`src/rtl/multicycle_control_unit_if.sv`:
```
// Bundle of datapath inputs and control outputs between the VMI multicycle
// controller (master) and the datapath/memory side (slave).
interface multicycle_control_unit_if #(
    parameter int OPCODE_W = 8
);
    // Memory handshake: memReq stays high for the whole access and memWrite
    // qualifies it as a store. A one-cycle memReady pulse while memReq is high
    // completes the access. memReady is ignored when memReq is low.
    logic [OPCODE_W-1:0] opcode;
    logic                zero;
    logic                memReady;

    logic                pcWrite;
    logic [1:0]          pcSrc;
    logic                irWrite;
    logic                regWrite;
    logic                aluSrcA;
    logic                aluSrcB;
    logic [1:0]          aluControl;
    logic [1:0]          resultSrc;
    logic                memReq;
    logic                memWrite;
    logic                retire;
    logic                trap;
    logic [1:0]          trapCause;

    modport master (
        input  opcode, zero, memReady,
        output pcWrite, pcSrc, irWrite, regWrite, aluSrcA, aluSrcB,
               aluControl, resultSrc, memReq, memWrite, retire, trap, trapCause
    );

    modport slave (
        output opcode, zero, memReady,
        input  pcWrite, pcSrc, irWrite, regWrite, aluSrcA, aluSrcB,
               aluControl, resultSrc, memReq, memWrite, retire, trap, trapCause
    );
endinterface

```
`src/rtl/multicycle_control_unit.sv`:
```
// Multicycle VMI controller: sequences fetch/decode/execute/memory/branch,
// times out stalled memory accesses and traps on illegal opcodes.
module multicycle_control_unit #(
    parameter int OPCODE_W        = 8,
    parameter int MEM_TIMEOUT     = 15,
    parameter bit TRAP_ON_ILLEGAL = 1'b1
) (
    input  logic                      clk,
    input  logic                      reset_n,
    multicycle_control_unit_if.master bus,
    output logic [2:0]                dbgState
);

    typedef enum logic [2:0] {
        IDLE   = 3'd0,
        FETCH  = 3'd1,
        DECODE = 3'd2,
        EXEC   = 3'd3,
        MEM_RD = 3'd4,
        MEM_WR = 3'd5,
        BRANCH = 3'd6,
        TRAP   = 3'd7
    } stateType;

    localparam logic [4:0] OP_NOP   = 5'h00;
    localparam logic [4:0] OP_ADD_R = 5'h01;
    localparam logic [4:0] OP_ADD_I = 5'h02;
    localparam logic [4:0] OP_SUB_R = 5'h03;
    localparam logic [4:0] OP_SUB_I = 5'h04;
    localparam logic [4:0] OP_AND_R = 5'h05;
    localparam logic [4:0] OP_AND_I = 5'h06;
    localparam logic [4:0] OP_OR_R  = 5'h07;
    localparam logic [4:0] OP_OR_I  = 5'h08;
    localparam logic [4:0] OP_MOV_R = 5'h09;
    localparam logic [4:0] OP_MOV_I = 5'h0A;
    localparam logic [4:0] OP_LDR   = 5'h0B;
    localparam logic [4:0] OP_STR   = 5'h0C;
    localparam logic [4:0] OP_B     = 5'h0D;
    localparam logic [4:0] OP_BEQ   = 5'h0E;
    localparam logic [4:0] OP_BNE   = 5'h0F;
    localparam logic [4:0] OP_BL    = 5'h10;
    localparam logic [4:0] OP_BRN   = 5'h11;

    localparam logic [1:0] ALU_ADD = 2'b00;
    localparam logic [1:0] ALU_SUB = 2'b01;
    localparam logic [1:0] ALU_AND = 2'b10;
    localparam logic [1:0] ALU_OR  = 2'b11;

    localparam logic [1:0] PC_PLUS1  = 2'b00;
    localparam logic [1:0] PC_BRANCH = 2'b01;
    localparam logic [1:0] PC_REG    = 2'b10;

    localparam logic [1:0] RES_MEM  = 2'b01;
    localparam logic [1:0] RES_LINK = 2'b10;

    localparam logic [1:0] CAUSE_ILLEGAL = 2'b01;
    localparam logic [1:0] CAUSE_TIMEOUT = 2'b10;

    localparam int CNT_W = $clog2(MEM_TIMEOUT + 1);

    stateType         state, nextState;
    logic [CNT_W-1:0] waitCnt, waitCntNext;
    logic [1:0]       trapCause, trapCauseNext;

    logic [4:0] op5;
    logic       legal;
    logic       timedOut;

    logic       pcWrite;
    logic [1:0] pcSrc;
    logic       irWrite;
    logic       regWrite;
    logic       aluSrcA;
    logic       aluSrcB;
    logic [1:0] aluControl;
    logic [1:0] resultSrc;
    logic       memReq;
    logic       memWrite;
    logic       retire;
    logic       trap;

    assign op5      = bus.opcode[4:0];
    // Any bit above the 5-bit opcode space makes the instruction illegal.
    assign legal    = ((bus.opcode >> 5) == '0) && (op5 <= OP_BRN);
    assign timedOut = (waitCnt == CNT_W'(MEM_TIMEOUT));

    always_ff @(posedge clk or negedge reset_n) begin
        if (!reset_n) begin
            state     <= IDLE;
            waitCnt   <= '0;
            trapCause <= 2'b00;
        end else begin
            state     <= nextState;
            waitCnt   <= waitCntNext;
            trapCause <= trapCauseNext;
        end
    end

    always_comb begin
        nextState     = state;
        waitCntNext   = '0;
        trapCauseNext = trapCause;
        pcWrite       = 1'b0;
        pcSrc         = PC_PLUS1;
        irWrite       = 1'b0;
        regWrite      = 1'b0;
        aluSrcA       = 1'b0;
        aluSrcB       = 1'b0;
        aluControl    = ALU_ADD;
        resultSrc     = 2'b00;
        memReq        = 1'b0;
        memWrite      = 1'b0;
        retire        = 1'b0;
        trap          = 1'b0;

        case (state)
            IDLE: nextState = FETCH;

            // The wait counter only survives while an access keeps waiting,
            // so every entry into a memory state starts it from zero.
            FETCH: begin
                memReq = 1'b1;
                if (bus.memReady) begin
                    irWrite   = 1'b1;
                    pcWrite   = 1'b1;
                    nextState = DECODE;
                end else if (timedOut) begin
                    nextState     = TRAP;
                    trapCauseNext = CAUSE_TIMEOUT;
                end else begin
                    waitCntNext = waitCnt + 1'b1;
                end
            end

            DECODE: begin
                if (!legal) begin
                    if (TRAP_ON_ILLEGAL) begin
                        nextState     = TRAP;
                        trapCauseNext = CAUSE_ILLEGAL;
                    end else begin
                        retire    = 1'b1;
                        nextState = FETCH;
                    end
                end else begin
                    case (op5)
                        OP_NOP: begin
                            retire    = 1'b1;
                            nextState = FETCH;
                        end
                        OP_LDR:  nextState = MEM_RD;
                        OP_STR:  nextState = MEM_WR;
                        OP_B, OP_BEQ, OP_BNE, OP_BL, OP_BRN: nextState = BRANCH;
                        default: nextState = EXEC;
                    endcase
                end
            end

            EXEC: begin
                regWrite  = 1'b1;
                retire    = 1'b1;
                nextState = FETCH;
                case (op5)
                    OP_ADD_I: aluSrcB = 1'b1;
                    OP_SUB_R: aluControl = ALU_SUB;
                    OP_SUB_I: begin
                        aluControl = ALU_SUB;
                        aluSrcB    = 1'b1;
                    end
                    OP_AND_R: aluControl = ALU_AND;
                    OP_AND_I: begin
                        aluControl = ALU_AND;
                        aluSrcB    = 1'b1;
                    end
                    OP_OR_R: aluControl = ALU_OR;
                    OP_OR_I: begin
                        aluControl = ALU_OR;
                        aluSrcB    = 1'b1;
                    end
                    OP_MOV_R: aluSrcA = 1'b1;
                    OP_MOV_I: begin
                        aluSrcA = 1'b1;
                        aluSrcB = 1'b1;
                    end
                    default: aluControl = ALU_ADD;
                endcase
            end

            MEM_RD: begin
                aluSrcB = 1'b1;
                memReq  = 1'b1;
                if (bus.memReady) begin
                    regWrite  = 1'b1;
                    resultSrc = RES_MEM;
                    retire    = 1'b1;
                    nextState = FETCH;
                end else if (timedOut) begin
                    nextState     = TRAP;
                    trapCauseNext = CAUSE_TIMEOUT;
                end else begin
                    waitCntNext = waitCnt + 1'b1;
                end
            end

            MEM_WR: begin
                aluSrcB  = 1'b1;
                memReq   = 1'b1;
                memWrite = 1'b1;
                if (bus.memReady) begin
                    retire    = 1'b1;
                    nextState = FETCH;
                end else if (timedOut) begin
                    nextState     = TRAP;
                    trapCauseNext = CAUSE_TIMEOUT;
                end else begin
                    waitCntNext = waitCnt + 1'b1;
                end
            end

            BRANCH: begin
                retire    = 1'b1;
                nextState = FETCH;
                case (op5)
                    OP_B: begin
                        pcWrite = 1'b1;
                        pcSrc   = PC_BRANCH;
                    end
                    OP_BEQ: begin
                        aluControl = ALU_SUB;
                        pcWrite    = bus.zero;
                        pcSrc      = PC_BRANCH;
                    end
                    OP_BNE: begin
                        aluControl = ALU_SUB;
                        pcWrite    = ~bus.zero;
                        pcSrc      = PC_BRANCH;
                    end
                    OP_BL: begin
                        pcWrite   = 1'b1;
                        pcSrc     = PC_BRANCH;
                        regWrite  = 1'b1;
                        resultSrc = RES_LINK;
                    end
                    OP_BRN: begin
                        pcWrite = 1'b1;
                        pcSrc   = PC_REG;
                    end
                    default: pcSrc = PC_PLUS1;
                endcase
            end

            TRAP: begin
                trap      = 1'b1;
                nextState = TRAP;
            end

            default: nextState = IDLE;
        endcase
    end

    assign bus.pcWrite    = pcWrite;
    assign bus.pcSrc      = pcSrc;
    assign bus.irWrite    = irWrite;
    assign bus.regWrite   = regWrite;
    assign bus.aluSrcA    = aluSrcA;
    assign bus.aluSrcB    = aluSrcB;
    assign bus.aluControl = aluControl;
    assign bus.resultSrc  = resultSrc;
    assign bus.memReq     = memReq;
    assign bus.memWrite   = memWrite;
    assign bus.retire     = retire;
    assign bus.trap       = trap;
    assign bus.trapCause  = trapCause;
    assign dbgState       = state;

endmodule
```
`src/flat_wrapper.sv`:
```
// flat-port wrapper written by rule: the top's interface ports become plain ports
module multicycle_control_unit_flat 
#(
    parameter int OPCODE_W        = 8,
    parameter int MEM_TIMEOUT     = 15,
    parameter bit TRAP_ON_ILLEGAL = 1'b1
)
  (clk, reset_n, dbgState, bus_opcode, bus_zero, bus_memReady, bus_pcWrite, bus_pcSrc, bus_irWrite, bus_regWrite, bus_aluSrcA, bus_aluSrcB, bus_aluControl, bus_resultSrc, bus_memReq, bus_memWrite, bus_retire, bus_trap, bus_trapCause);
  multicycle_control_unit_if #(.OPCODE_W(OPCODE_W)) bus_i ();
  input  logic clk;
  input  logic reset_n;
  output logic [2:0] dbgState;
  input wire logic [$bits(bus_i.opcode)-1:0] bus_opcode;
  input wire logic [$bits(bus_i.zero)-1:0] bus_zero;
  input wire logic [$bits(bus_i.memReady)-1:0] bus_memReady;
  output wire logic [$bits(bus_i.pcWrite)-1:0] bus_pcWrite;
  output wire logic [$bits(bus_i.pcSrc)-1:0] bus_pcSrc;
  output wire logic [$bits(bus_i.irWrite)-1:0] bus_irWrite;
  output wire logic [$bits(bus_i.regWrite)-1:0] bus_regWrite;
  output wire logic [$bits(bus_i.aluSrcA)-1:0] bus_aluSrcA;
  output wire logic [$bits(bus_i.aluSrcB)-1:0] bus_aluSrcB;
  output wire logic [$bits(bus_i.aluControl)-1:0] bus_aluControl;
  output wire logic [$bits(bus_i.resultSrc)-1:0] bus_resultSrc;
  output wire logic [$bits(bus_i.memReq)-1:0] bus_memReq;
  output wire logic [$bits(bus_i.memWrite)-1:0] bus_memWrite;
  output wire logic [$bits(bus_i.retire)-1:0] bus_retire;
  output wire logic [$bits(bus_i.trap)-1:0] bus_trap;
  output wire logic [$bits(bus_i.trapCause)-1:0] bus_trapCause;
  assign bus_i.opcode = bus_opcode;
  assign bus_i.zero = bus_zero;
  assign bus_i.memReady = bus_memReady;
  assign bus_pcWrite = bus_i.pcWrite;
  assign bus_pcSrc = bus_i.pcSrc;
  assign bus_irWrite = bus_i.irWrite;
  assign bus_regWrite = bus_i.regWrite;
  assign bus_aluSrcA = bus_i.aluSrcA;
  assign bus_aluSrcB = bus_i.aluSrcB;
  assign bus_aluControl = bus_i.aluControl;
  assign bus_resultSrc = bus_i.resultSrc;
  assign bus_memReq = bus_i.memReq;
  assign bus_memWrite = bus_i.memWrite;
  assign bus_retire = bus_i.retire;
  assign bus_trap = bus_i.trap;
  assign bus_trapCause = bus_i.trapCause;
  multicycle_control_unit #(.OPCODE_W(OPCODE_W), .MEM_TIMEOUT(MEM_TIMEOUT), .TRAP_ON_ILLEGAL(TRAP_ON_ILLEGAL)) u_core (.clk(clk), .reset_n(reset_n), .bus(bus_i), .dbgState(dbgState));
endmodule
```
`config.mk`:
```
export PLATFORM = sky130hd
export DESIGN_NAME = multicycle_control_unit_flat
export DESIGN_NICKNAME = d
export VERILOG_FILES = /design/src/rtl/multicycle_control_unit_if.sv /design/src/rtl/multicycle_control_unit.sv /design/src/flat_wrapper.sv
export SDC_FILE = /design/constraint.sdc
export NUM_CORES = 1
export LEC_CHECK = 0
export CAP_MARGIN = 20
export CORE_MARGIN = 4
export CORE_UTILIZATION = 47
export CTS_CLUSTER_SIZE = 24
export DETAILED_ROUTE_END_ITERATION = 12
export PLACE_DENSITY = 0.84
export SLEW_MARGIN = 40
export SYNTH_ARGS = -nofsm -noshare
export SYNTH_HDL_FRONTEND = slang
export SYNTH_SLANG_ARGS = --single-unit
```
`constraint.sdc`:
```
create_clock -name clk -period 2.6 [get_ports clk]
set_input_delay 0.39 -clock clk [delete_from_list [all_inputs] [get_ports clk]]
set_output_delay 0.39 -clock clk [all_outputs]
set_load 0.01 [all_outputs]
```
# Word-level counts from Yosys, hierarchy flattened
# Cells that the tools add are included.
# W data, S select, Z words.
[op_classes]
n_addsub = 1
order_cmp = 1
eq_ne = 27
n_mux = 37
n_bitwise = 1
reduce_logical = 19
[ops]
columns = ["op", "n"]
rows = [
  ["$eq A5 B4 Y1 const B", 8],
  ["$eq A5 B3 Y1 const B", 4],
  ["$pmux W2 S2", 4],
  ["$pmux W3 S5", 1],
  ["$reduce_or A2 Y1", 7],
  ["$mux W1", 13],
  ["$eq A3 B3 Y1 const B", 4],
  ["$mux W3", 4],
  ["$mux W4", 3],
  ["$pmux W3 S4", 1],
  ["$eq A5 B2 Y1 const B", 2],
  ["$eq A5 B5 Y1 const B", 2],
  ["$mux W2", 5],
  ["$reduce_or A5 Y1", 2],
  ["$pmux W1 S3", 3],
  ["$reduce_or A3 Y1", 3],
  ["$logic_not A8 Y1", 1],
  ["$eq A3 B2 Y1 const B", 2],
  ["$pmux W2 S3", 1],
  ["$le A5 B5 Y1 const B", 1],
  ["$logic_not A5 Y1", 1],
  ["$add A4 B1 Y4 const B", 1],
  ["$eq A4 B4 Y1 const B", 1],
  ["$ne A2 B2 Y1 const B", 2],
  ["other kinds (9)", 10],
]
[word_totals]
register_bits = 9
inputBits = 12
out_inout_bits = 20
elab_cells = 89

# Logic depth before layout (Yosys ltp)
# Gate-level depths: netlist of run 1.
[logic_depth]
depth_word = 5
mapped_depth = 5
depth_no_buf = 4

# Least setup slack after synthesis of run 1
# OpenSTA, ideal clock, no wires.
[synth_path]
path_type = "register to output"
start = "register u_core.state[2] (netlist: u_core.dbgState[2])"
end = "output port bus_regWrite"
arrival_time_ps = 1428
required_time_ps = 2210
path_slack_ps = 782
stages_incl_launch_ff = 5
n_path_buf = 1
cell_sequence = "dfrtp_1 -> clkbuf_2 -> nand3b_1 -> nor4_1 -> or3_1"
[synth_via]
elab_chain_len = 2
elab_cells_between_ends = 4
cone_classes = "eq/ne (3); mux (1)"
[synth_rtl]
columns = ["element", "line", "rtl"]
rows = [
  ["from (decl)", "multicycle_control_unit.sv:61", "stateType state, nextState;"],
  ["from (signal assigned)", "multicycle_control_unit.sv:93", "state <= nextState;"],
  ["$eq A3 B3 Y1 or $eq A3 B2 Y1 (tied branches)", "multicycle_control_unit.sv:116", "case (state)"],
  ["$pmux W1 S3 (*)", "multicycle_control_unit.sv:116", ""],
  ["to (decl)", "flat_wrapper.sv:19", "output wire logic [$bits(bus_i.regWrite)-1:0] bus_regWrite;"],
]
# Mark *: on every way between the ends. The rest lies on a longest branch, timed or not.

# Worst setup path in the final report of run 1
[layout_path]
start = "input port bus_opcode[4]"
end = "output port bus_regWrite"
[layout_via]
elab_chain_len = 3
[layout_rtl]
columns = ["element", "line", "rtl"]
rows = [
  ["from (decl)", "flat_wrapper.sv:13", "input wire logic [$bits(bus_i.opcode)-1:0] bus_opcode;"],
  ["$eq A5 B5 Y1", "multicycle_control_unit.sv:222", "case (op5)"],
  ["$mux W1", "multicycle_control_unit.sv:222", ""],
  ["$pmux W1 S3", "multicycle_control_unit.sv:116", ""],
]
# Every way passes these cells.

==> tab_implementation.tex, run 1 <==
\begin{tabular}{lr}
\hline
Metric & Value \\
\hline
\multicolumn{2}{l}{\textbf{Outcome}} \\
\quad Outcome & completed \\
\multicolumn{2}{l}{\textbf{Detailed routing}} \\
\quad Drt total wl & 2.63 mm \\
\quad Number of vias after detailed routing & slightly below 1000 \\
\quad Routed length per instance & about 15 um \\
\quad Ratio of routed vias to standard cells & 5.74 \\
\quad Router iterations before antenna repair & 6 \\
\quad Detailed Route Iter0 Violations & 19 \\
\quad \# DRC & 0 \\
\quad Number of routed nets with antenna violations & 0 \\
\multicolumn{2}{l}{\textbf{Setup path}} \\
\quad Worst-path fanout max & 3 \\
\quad Category of the worst setup path capture point & output pin \\
\quad Critical-path top delay cell & sky130\_fd\_sc\_hd\_\_clkdlybuf4s50\_1 \\
\quad Cell with the most instances on the worst path & sky130\_fd\_sc\_hd\_\_clkdlybuf4s50\_1 \\
\quad Category of the most critical setup path & input pin to output pin \\
\quad Top cell family by delay on the critical path & buffers and inverters \\
\quad Critical path required time & 2210 ps \\
\quad Slowest cell delay on critical path & about 520 ps \\
\quad Sequence of cells on the critical path & clkdlybuf4s50\_1 -> or3b\_4 -> nor4\_4 -> or3\_1 -> clkdlybuf4s50\_1 \\
\quad Reg2reg start & u\_core.dbgState[1] \\
\quad Logic depth of the worst register-to-register path & 4 \\
\quad Type of element launching the critical path & input pin \\
\quad WP depth & 5 \\
\quad Worst-case register-to-register setup slack & 1020 ps \\
\quad Arrival time at the worst endpoint & 2200 ps \\
\quad Crit path buffers/inverters & 2 \\
\quad Worst reg2reg path endpoint & u\_core.dbgState[0] \\
\quad Critical path launch point & bus\_opcode[4] \\
\quad Worst setup endpoint & bus\_regWrite \\
\multicolumn{2}{l}{\textbf{Global routing}} \\
\quad Overall track demand over capacity in global routing & 22.5\% \\
\quad First-pass GRT wire length & between 4 and 5 mm \\
\quad Congestion Overflow GR & 0 \\
\quad Initial antenna violation count & 0 \\
\quad Pin count of the biggest net entering global routing & 15 \\
\quad Number of global-route vias before repair & $\sim$1000 \\
\multicolumn{2}{l}{\textbf{Logic synthesis}} \\
\quad Number of synthesized register bits & 9 \\
\quad Part of the Yosys area used for sequential elements & 26.4\% \\
\quad Synth Net Count & 117 \\
\quad Number of distinct library cells after synthesis & 45 \\
\quad Mapped Avg Cell Area & 8.19 um2 \\
\quad Synthesized instance count & 104 \\
\quad Total number of yosys warnings & 0 \\
\quad Cell area after synthesis & 852 um2 \\
\multicolumn{2}{l}{\textbf{Power}} \\
\quad Share of total power in sequential cells & between 20\% and 30\% \\
\quad Switching power share of the total & 39.1\% \\
\quad Net Switching & 325 uW \\
\quad Clock power share & about an eighth \\
\quad Cell Pwr Density & 619 nW/um2 \\
\quad Internal power consumption & around 510 uW \\
\quad Final total power & a little over 800 uW \\
\quad Pleak & 0.000563 uW \\
\quad Logic pwr share & around three fifths \\
\quad Max rail drop VDD & 0.578 mV \\
\multicolumn{2}{l}{\textbf{Floorplanning}} \\
\quad Top Ports & 32 \\
\quad Row count & 15 \\
\quad Effective utilization at floorplan & 49.3\% \\
\quad Die Footprint & between 2000 and 3000 um2 \\
\quad Placeable core region & between 1500 and 2000 um2 \\
\quad Width of the die & 50.6 um \\
\quad Die height & 50.6 um \\
\multicolumn{2}{l}{\textbf{Finish}} \\
\quad Leading cell type in the layout, fill and taps excluded & sky130\_fd\_sc\_hd\_\_clkdlybuf4s50\_1 \\
\quad Count of nets after finishing & 160 \\
\quad Share of final-layout standard cells stronger than drive strength 1 & 20.5\% \\
\quad Highest-count cells in the layout ignoring fill and taps & sky130\_fd\_sc\_hd\_\_clkdlybuf4s50\_1, sky130\_fd\_sc\_hd\_\_buf\_4, sky130\_fd\_sc\_hd\_\_dfrtp\_1 \\
\quad Number of fillers in the final layout & 130 \\
\quad Number of antenna diodes & 0 \\
\quad Post-synthesis to final-layout area growth & 57.6\% \\
\multicolumn{2}{l}{\textbf{STA}} \\
\quad Final setup margin & 9.52 ps \\
\quad Final critical path time including I/O delays and setup & 2590 ps \\
\quad Worst-case clock skew & 2.82 ps \\
\quad Fraction of the cycle the final worst path needs & around 100\% \\
\quad Count of final max-slew check failures & 0 \\
\quad Final Hold Violating Endpoints & 0 \\
\quad Setup repair after global routing missed its margin & false \\
\quad Count of final setup violators & 0 \\
\quad Final hold slack & 431 ps \\
\quad Remaining max-slew budget at the tightest pin & 73.4\% \\
\quad Worst slew pin tran & 398 ps \\
\quad Achievable frequency & roughly 0.39 GHz \\
\multicolumn{2}{l}{\textbf{Clock tree}} \\
\quad CTS tree & built \\
\quad Number of H-tree levels & 1 \\
\quad Clock buffer depth & 2 \\
\quad CTS hold repair buffers & 0 \\
\quad Post-CTS setup buffer count & 0 \\
\quad Cts bufs inserted & 3 \\
\quad CTS clk-pin slew, worst paths & 60 ps \\
\quad Root cell of the clock tree & sky130\_fd\_sc\_hd\_\_clkbuf\_4 \\
\quad Clock latency reported for the late side of the worst-skew pair & around 250 ps \\
\quad Clock sink count & 9 \\
\multicolumn{2}{l}{\textbf{Placed design}} \\
\quad \# port buffers & 31 \\
\quad Worst slack, placed & -135 ps \\
\quad RePlAce Congestion & 0.852 \\
\quad Post-DP HPWL & 2.08 mm \\
\multicolumn{2}{l}{\textbf{Job}} \\
\quad Count of maximum capacitance violations & 0 \\
\multicolumn{2}{l}{\textbf{Worst hold path}} \\
\quad Hold Path Class & input pin to asynchronous set/reset pin \\
\hline
\end{tabular}
## power by group through the flow
stage / logic (uW) / clock network, uW / registers [uW]
after global routing: 524 / 118 / 255
after CTS: 484 / 106 / 242
after global placement: 472 / 0 / 242
after detailed placement: 487 / 0 / 245
after floorplan: 260 / 0 / 216
final: 485 / 101 / 245
## layout make-up
type                            instances  area, um2  share of cell area (%)
Multi-Input combinational cell         81        614                    45.8
Timing Repair Buffer                   48        430                    32.1
Sequential cell                         9        225                    16.8
Tap cell                               25       31.3                    2.33
Clock buffer                            4       26.3                    1.96
Inverter                                4       15.0                    1.12
## sequential cells by signal, indices dropped and copies added (netlist names)
name / count
u_core.waitCnt: 4
u_core.dbgState: 3
u_core.bus.trapCause: 2
## worst reg2reg max path, delay by kind of cell (launching register included)
kind,cells,cell delay [ps]
and+or+nand+nor,2,580
AOI/OAI and AO/OA,1,170
DFF,1,510
buffers and inverters,1,200
## how the worst min path moves through the flow
stage | slack [ps] | to | cells after the start | from
2_1_floorplan | 90 | u_core.bus.trapCause[0] | 0 | reset_n
3_3_place_gp | 460 | u_core.bus.trapCause[0] | 1 | u_core.bus.trapCause[0]
3_5_place_dp | 470 | u_core.bus.trapCause[0] | 1 | u_core.bus.trapCause[0]
4_1_cts | 440 | u_core.bus.trapCause[1] | 1 | reset_n
5_1_grt | 450 | u_core.bus.trapCause[1] | 1 | reset_n
6_report | 430 | u_core.waitCnt[0] | 1 | reset_n
## cells by family after synthesis
logic type,count (synthesis),synth area share [%]
AO/OA/AOI/OAI,29,22.9
buffers and inverters,14,6.61
AND/OR/NAND/NOR,47,38.3
XOR/XNOR,3,3.08
flip-flops,9,26.4
adder cells (fa/ha/maj),2,2.64
## metal layers
layer  vias to the layer above  GRT usage (%)  wire (um)
li1                        484              -          -
met1                       464           27.5       1140
met2                        32           41.3       1370
met3                         2           5.04        113
met4                         0           2.24          8
met5                         -              0          0
## through the flow
stage          instances  utilization, %  cell area [um2]  TNS (ps)
2_1_floorplan        104               -              852         0
3_3_place_gp         167            74.1             1280      -274
3_5_place_dp         167            74.1             1280      -529
4_1_cts              171            76.7             1320         0
5_1_grt              171            77.8             1340         0
6_report             171            77.8             1340         0
## synth_stat cells (all sizes together)
cell type	n	area share (%)
a21o	3	2.6
nor4	4	2.9
xor2	2	2.1
nor2b	1	0.73
o31a	2	2.1
nand4b	1	1.0
or2	1	0.73
a21oi	6	3.5
and4bb	1	1.5
nor3	4	2.3
nor4bb	1	1.2
buf	3	1.6
and3b	1	1.2
or3b	2	2.3
o22a	1	1.0
nand2	1	0.44
xnor2	1	1.0
nor3b	6	5.3
nor2	3	1.3
inv	4	1.8
o21a	1	0.88
ha	1	1.5
o31ai	1	0.88
and2	2	1.5
a22oi	1	0.88
o2bb2ai	1	1.0
o211ai	1	0.88
nand3b	2	1.8
and4b	2	2.3
maj3	1	1.2
a311oi	2	2.1
o21ai	5	2.9
and3	6	4.4
or3	3	2.2
nand2b	2	1.5
dfrtp	9	26
nor4b	3	3.1
a211oi	2	1.8
a21boi	1	0.88
nand3	1	0.59
clkbuf	7	3.2
a31oi	2	1.5
## repair_timing
item / in CTS / in global routing
pin swaps: 0 / 0
resized for setup: 10 / 3
setup endpoints to repair: 7 / 2
No activity file was read; power rests on OpenSTA's default activity.
==> run 2, diff against run 1 <==
CTS_BUF_LIST = sky130_fd_sc_hd__clkbuf_4 sky130_fd_sc_hd__clkbuf_8 sky130_fd_sc_hd__clkbuf_16   (was not set)
==> run 2 against run 1 <==
Die area unchanged. Critical path depth unchanged. Clock power rose by 15%. Fmax shrank 0.15%.
==> tab_implementation.tex, run 2 (synthesized netlist as in run 1, its figures left out) <==
\begin{tabular}{lr}
\hline
Metric & Value \\
\hline
\multicolumn{2}{l}{\textbf{Clock tree}} \\
\quad Clock latency reported for the late side of the worst-skew pair & 260 ps (about the same) \\
\quad Clock buffer depth & 2 (unchanged) \\
\quad Number of H-tree levels & 1 (unchanged) \\
\quad CTS tree & built \\
\quad CTS hold repair buffers & 0 (unchanged) \\
\quad Root cell of the clock tree & sky130\_fd\_sc\_hd\_\_clkbuf\_4 \\
\quad CTS clk-pin slew, worst paths & 60 ps (about the same) \\
\quad Clock sink count & 9 (unchanged) \\
\quad Cts bufs inserted & 3 (unchanged) \\
\multicolumn{2}{l}{\textbf{Power}} \\
\quad Net Switching & 330 uW (+1.6\%) \\
\quad Max rail drop VDD & 0.656 mV (+14\%) \\
\quad Clock power share & 13.7\% (+1.5 points) \\
\quad Switching power share of the total & 39.0\% (-0.098 points) \\
\quad Logic pwr share & 57.3\% (-1.0 points) \\
\quad Pleak & 0.000566 uW (+0.61\%) \\
\quad Cell Pwr Density & 629 nW/um2 (+1.6\%) \\
\quad Internal power consumption & 516 uW (+2.1\%) \\
\quad Share of total power in sequential cells & 29.0\% (-0.5 points) \\
\multicolumn{2}{l}{\textbf{Setup path}} \\
\quad Worst-path fanout max & 3 (unchanged) \\
\quad Sequence of cells on the critical path & clkdlybuf4s50\_1 -> or3b\_4 -> nor4\_4 -> or3\_1 -> clkdlybuf4s50\_1 \\
\quad Category of the most critical setup path & input pin to output pin \\
\quad Slowest cell delay on critical path & 520 ps (about the same) \\
\quad Arrival time at the worst endpoint & 2200 ps (about the same) \\
\quad Critical path required time & 2210 ps (about the same) \\
\quad Category of the worst setup path capture point & output pin \\
\quad Critical-path top delay cell & sky130\_fd\_sc\_hd\_\_clkdlybuf4s50\_1 \\
\quad Type of element launching the critical path & input pin \\
\quad Cell with the most instances on the worst path & sky130\_fd\_sc\_hd\_\_clkdlybuf4s50\_1 \\
\multicolumn{2}{l}{\textbf{Detailed routing}} \\
\quad Routed length per instance & 15.7 um (+2.2\%) \\
\quad Ratio of routed vias to standard cells & 5.86 (+2.0\%) \\
\quad \# DRC & 0 (unchanged) \\
\quad Number of routed nets with antenna violations & 0 (unchanged) \\
\quad Detailed Route Iter0 Violations & 11 (-8) \\
\quad Router iterations before antenna repair & 4 (-2) \\
\quad Drt total wl & 2.69 mm (+2.2\%) \\
\quad Number of vias after detailed routing & 1002 (+2.0\%) \\
\multicolumn{2}{l}{\textbf{Global routing}} \\
\quad Number of global-route vias before repair & 984 (unchanged) \\
\quad Busiest grt layer & met2 \\
\quad Met1 track utilization from global routing & 27.9\% (+0.41 points) \\
\quad First-pass GRT wire length & 4.55 mm (+1.7\%) \\
\quad Initial antenna violation count & 0 (unchanged) \\
\quad Congestion Overflow GR & 0 (unchanged) \\
\quad Overall track demand over capacity in global routing & 23.2\% (+0.63 points) \\
\quad Met2 Use GR & 41.5\% (+0.22 points) \\
\quad Grt met3 use & 4.75\% (-0.30 points) \\
\quad Pin count of the biggest net entering global routing & 15 (unchanged) \\
\multicolumn{2}{l}{\textbf{STA}} \\
\quad Setup repair after global routing missed its margin & false \\
\quad Final hold slack & 420 ps (-11.6 ps) \\
\quad TNS Setup & 0 ps (unchanged) \\
\quad Final Hold Violating Endpoints & 0 (unchanged) \\
\quad Count of final setup violators & 0 (unchanged) \\
\quad Final critical path time including I/O delays and setup & 2590 ps (+3.82 ps) \\
\quad Worst slew pin tran & 397 ps (-1.49 ps) \\
\quad Count of final max-slew check failures & 0 (unchanged) \\
\quad Worst-case clock skew & 3.11 ps (+0.289 ps) \\
\quad Remaining max-slew budget at the tightest pin & 73.5\% (+0.099 points) \\
\quad Fraction of the cycle the final worst path needs & 99.8\% (+0.15 points) \\
\quad Achievable frequency & 0.385 GHz (-0.15\%) \\
\multicolumn{2}{l}{\textbf{Placed design}} \\
\quad Post-DP HPWL & 2.08 mm (unchanged) \\
\quad \# port buffers & 31 (unchanged) \\
\quad RePlAce Congestion & 0.852 (unchanged) \\
\quad Placed inst area & 1280 um2 (unchanged) \\
\multicolumn{2}{l}{\textbf{Finish}} \\
\quad Count of nets after finishing & 160 (unchanged) \\
\quad Highest-count cells in the layout ignoring fill and taps & sky130\_fd\_sc\_hd\_\_clkdlybuf4s50\_1, sky130\_fd\_sc\_hd\_\_buf\_4, sky130\_fd\_sc\_hd\_\_dfrtp\_1 \\
\quad Largest reg by FF count & u\_core.waitCnt \\
\quad Share of final-layout standard cells stronger than drive strength 1 & 21.2\% (+0.68 points) \\
\quad Leading cell type in the layout, fill and taps excluded & sky130\_fd\_sc\_hd\_\_clkdlybuf4s50\_1 \\
\quad Final standard cell area without fillers & 1350 um2 (+0.28\%) \\
\quad Number of antenna diodes & 0 (unchanged) \\
\quad Flip-flop count of the largest register after layout & 4 (unchanged) \\
\quad Post-synthesis to final-layout area growth & 58.0\% \\
\multicolumn{2}{l}{\textbf{Floorplanning}} \\
\quad Effective utilization at floorplan & 49.3\% (unchanged) \\
\quad Row count & 15 (unchanged) \\
\quad Width of the die & 50.6 um (unchanged) \\
\quad Die Footprint & 2560 um2 (unchanged) \\
\quad Top Ports & 32 (unchanged) \\
\quad Placeable core region & 1730 um2 (unchanged) \\
\quad Die height & 50.6 um (unchanged) \\
\multicolumn{2}{l}{\textbf{Job}} \\
\quad Count of maximum capacitance violations & 0 (unchanged) \\
\multicolumn{2}{l}{\textbf{Worst hold path}} \\
\quad Hold Path Class & input pin to asynchronous set/reset pin \\
\multicolumn{2}{l}{\textbf{Outcome}} \\
\quad Outcome & completed \\
\hline
\end{tabular}
run 2: cell counts in the layout (fill, tap and decap cells not counted):
No cell type changed its count.
run 2: final timing paths:
kind | start | endpoint | slack (ps) | depth (start not counted)
worst max register to register | u_core.dbgState[1] | u_core.dbgState[0] | 1020 | 4
worst min register to register | u_core.bus.trapCause[0] | u_core.bus.trapCause[0] | 470 | 1
worst max-delay path | bus_opcode[4] | bus_regWrite | 6 | 5
worst min-delay path | reset_n | u_core.waitCnt[0] | 420 | 1
max in group asynchronous | reset_n | u_core.dbgState[0] | 1900 | 1
min in group clk | u_core.bus.trapCause[0] | u_core.bus.trapCause[0] | 470 | 1
run 2: critical path: cells and delay by family:
family | cells | cell delay, ps
buffers and inverters | 2 | 1040
AND/OR/NAND/NOR | 3 | 770
run 2: layout make-up:
cell class	instances	area, um2
multi-input cells	81	614
repair buffers	48	430
fillers	130	380
flip-flops and latches	9	225
well taps	25	31.3
clock buffers	4	30.0
inverters	4	15.0
run 2: routing by layer:
metal / part of all wire [%] / wire [um] / vias up
li1: - / - / 480
met1: 42 / 1140 / 479
met2: 51 / 1370 / 39
met3: 5.7 / 153 / 4
met4: 1.0 / 27 / 0
met5: 0 / 0 / -
run 2: stage by stage:
stage	std cells	total power, uW	util, %	setup WS, ps
2_1_floorplan	104	476	-	782
3_3_place_gp	167	714	74.1	-99.6
3_5_place_dp	167	732	74.1	-135
4_1_cts	171	845	76.9	20.6
5_1_grt	171	911	78.0	0.751
6_report	171	846	78.0	5.70
run 2: power by group through the flow:
| stage | clock network [uW] | registers (uW) | logic [uW] |
|---|---|---|---|
| floorplan | 0 | 216 | 260 |
| global placement | 0 | 242 | 472 |
| detailed placement | 0 | 245 | 487 |
| CTS | 118 | 242 | 485 |
| global route | 130 | 255 | 525 |
| finish | 116 | 246 | 485 |
run 2: what timing repair did:
action | CTS | global route
buffers inserted | 0 | 0
resized for setup | 10 | 3
endpoints found under the setup margin | 7 | 2
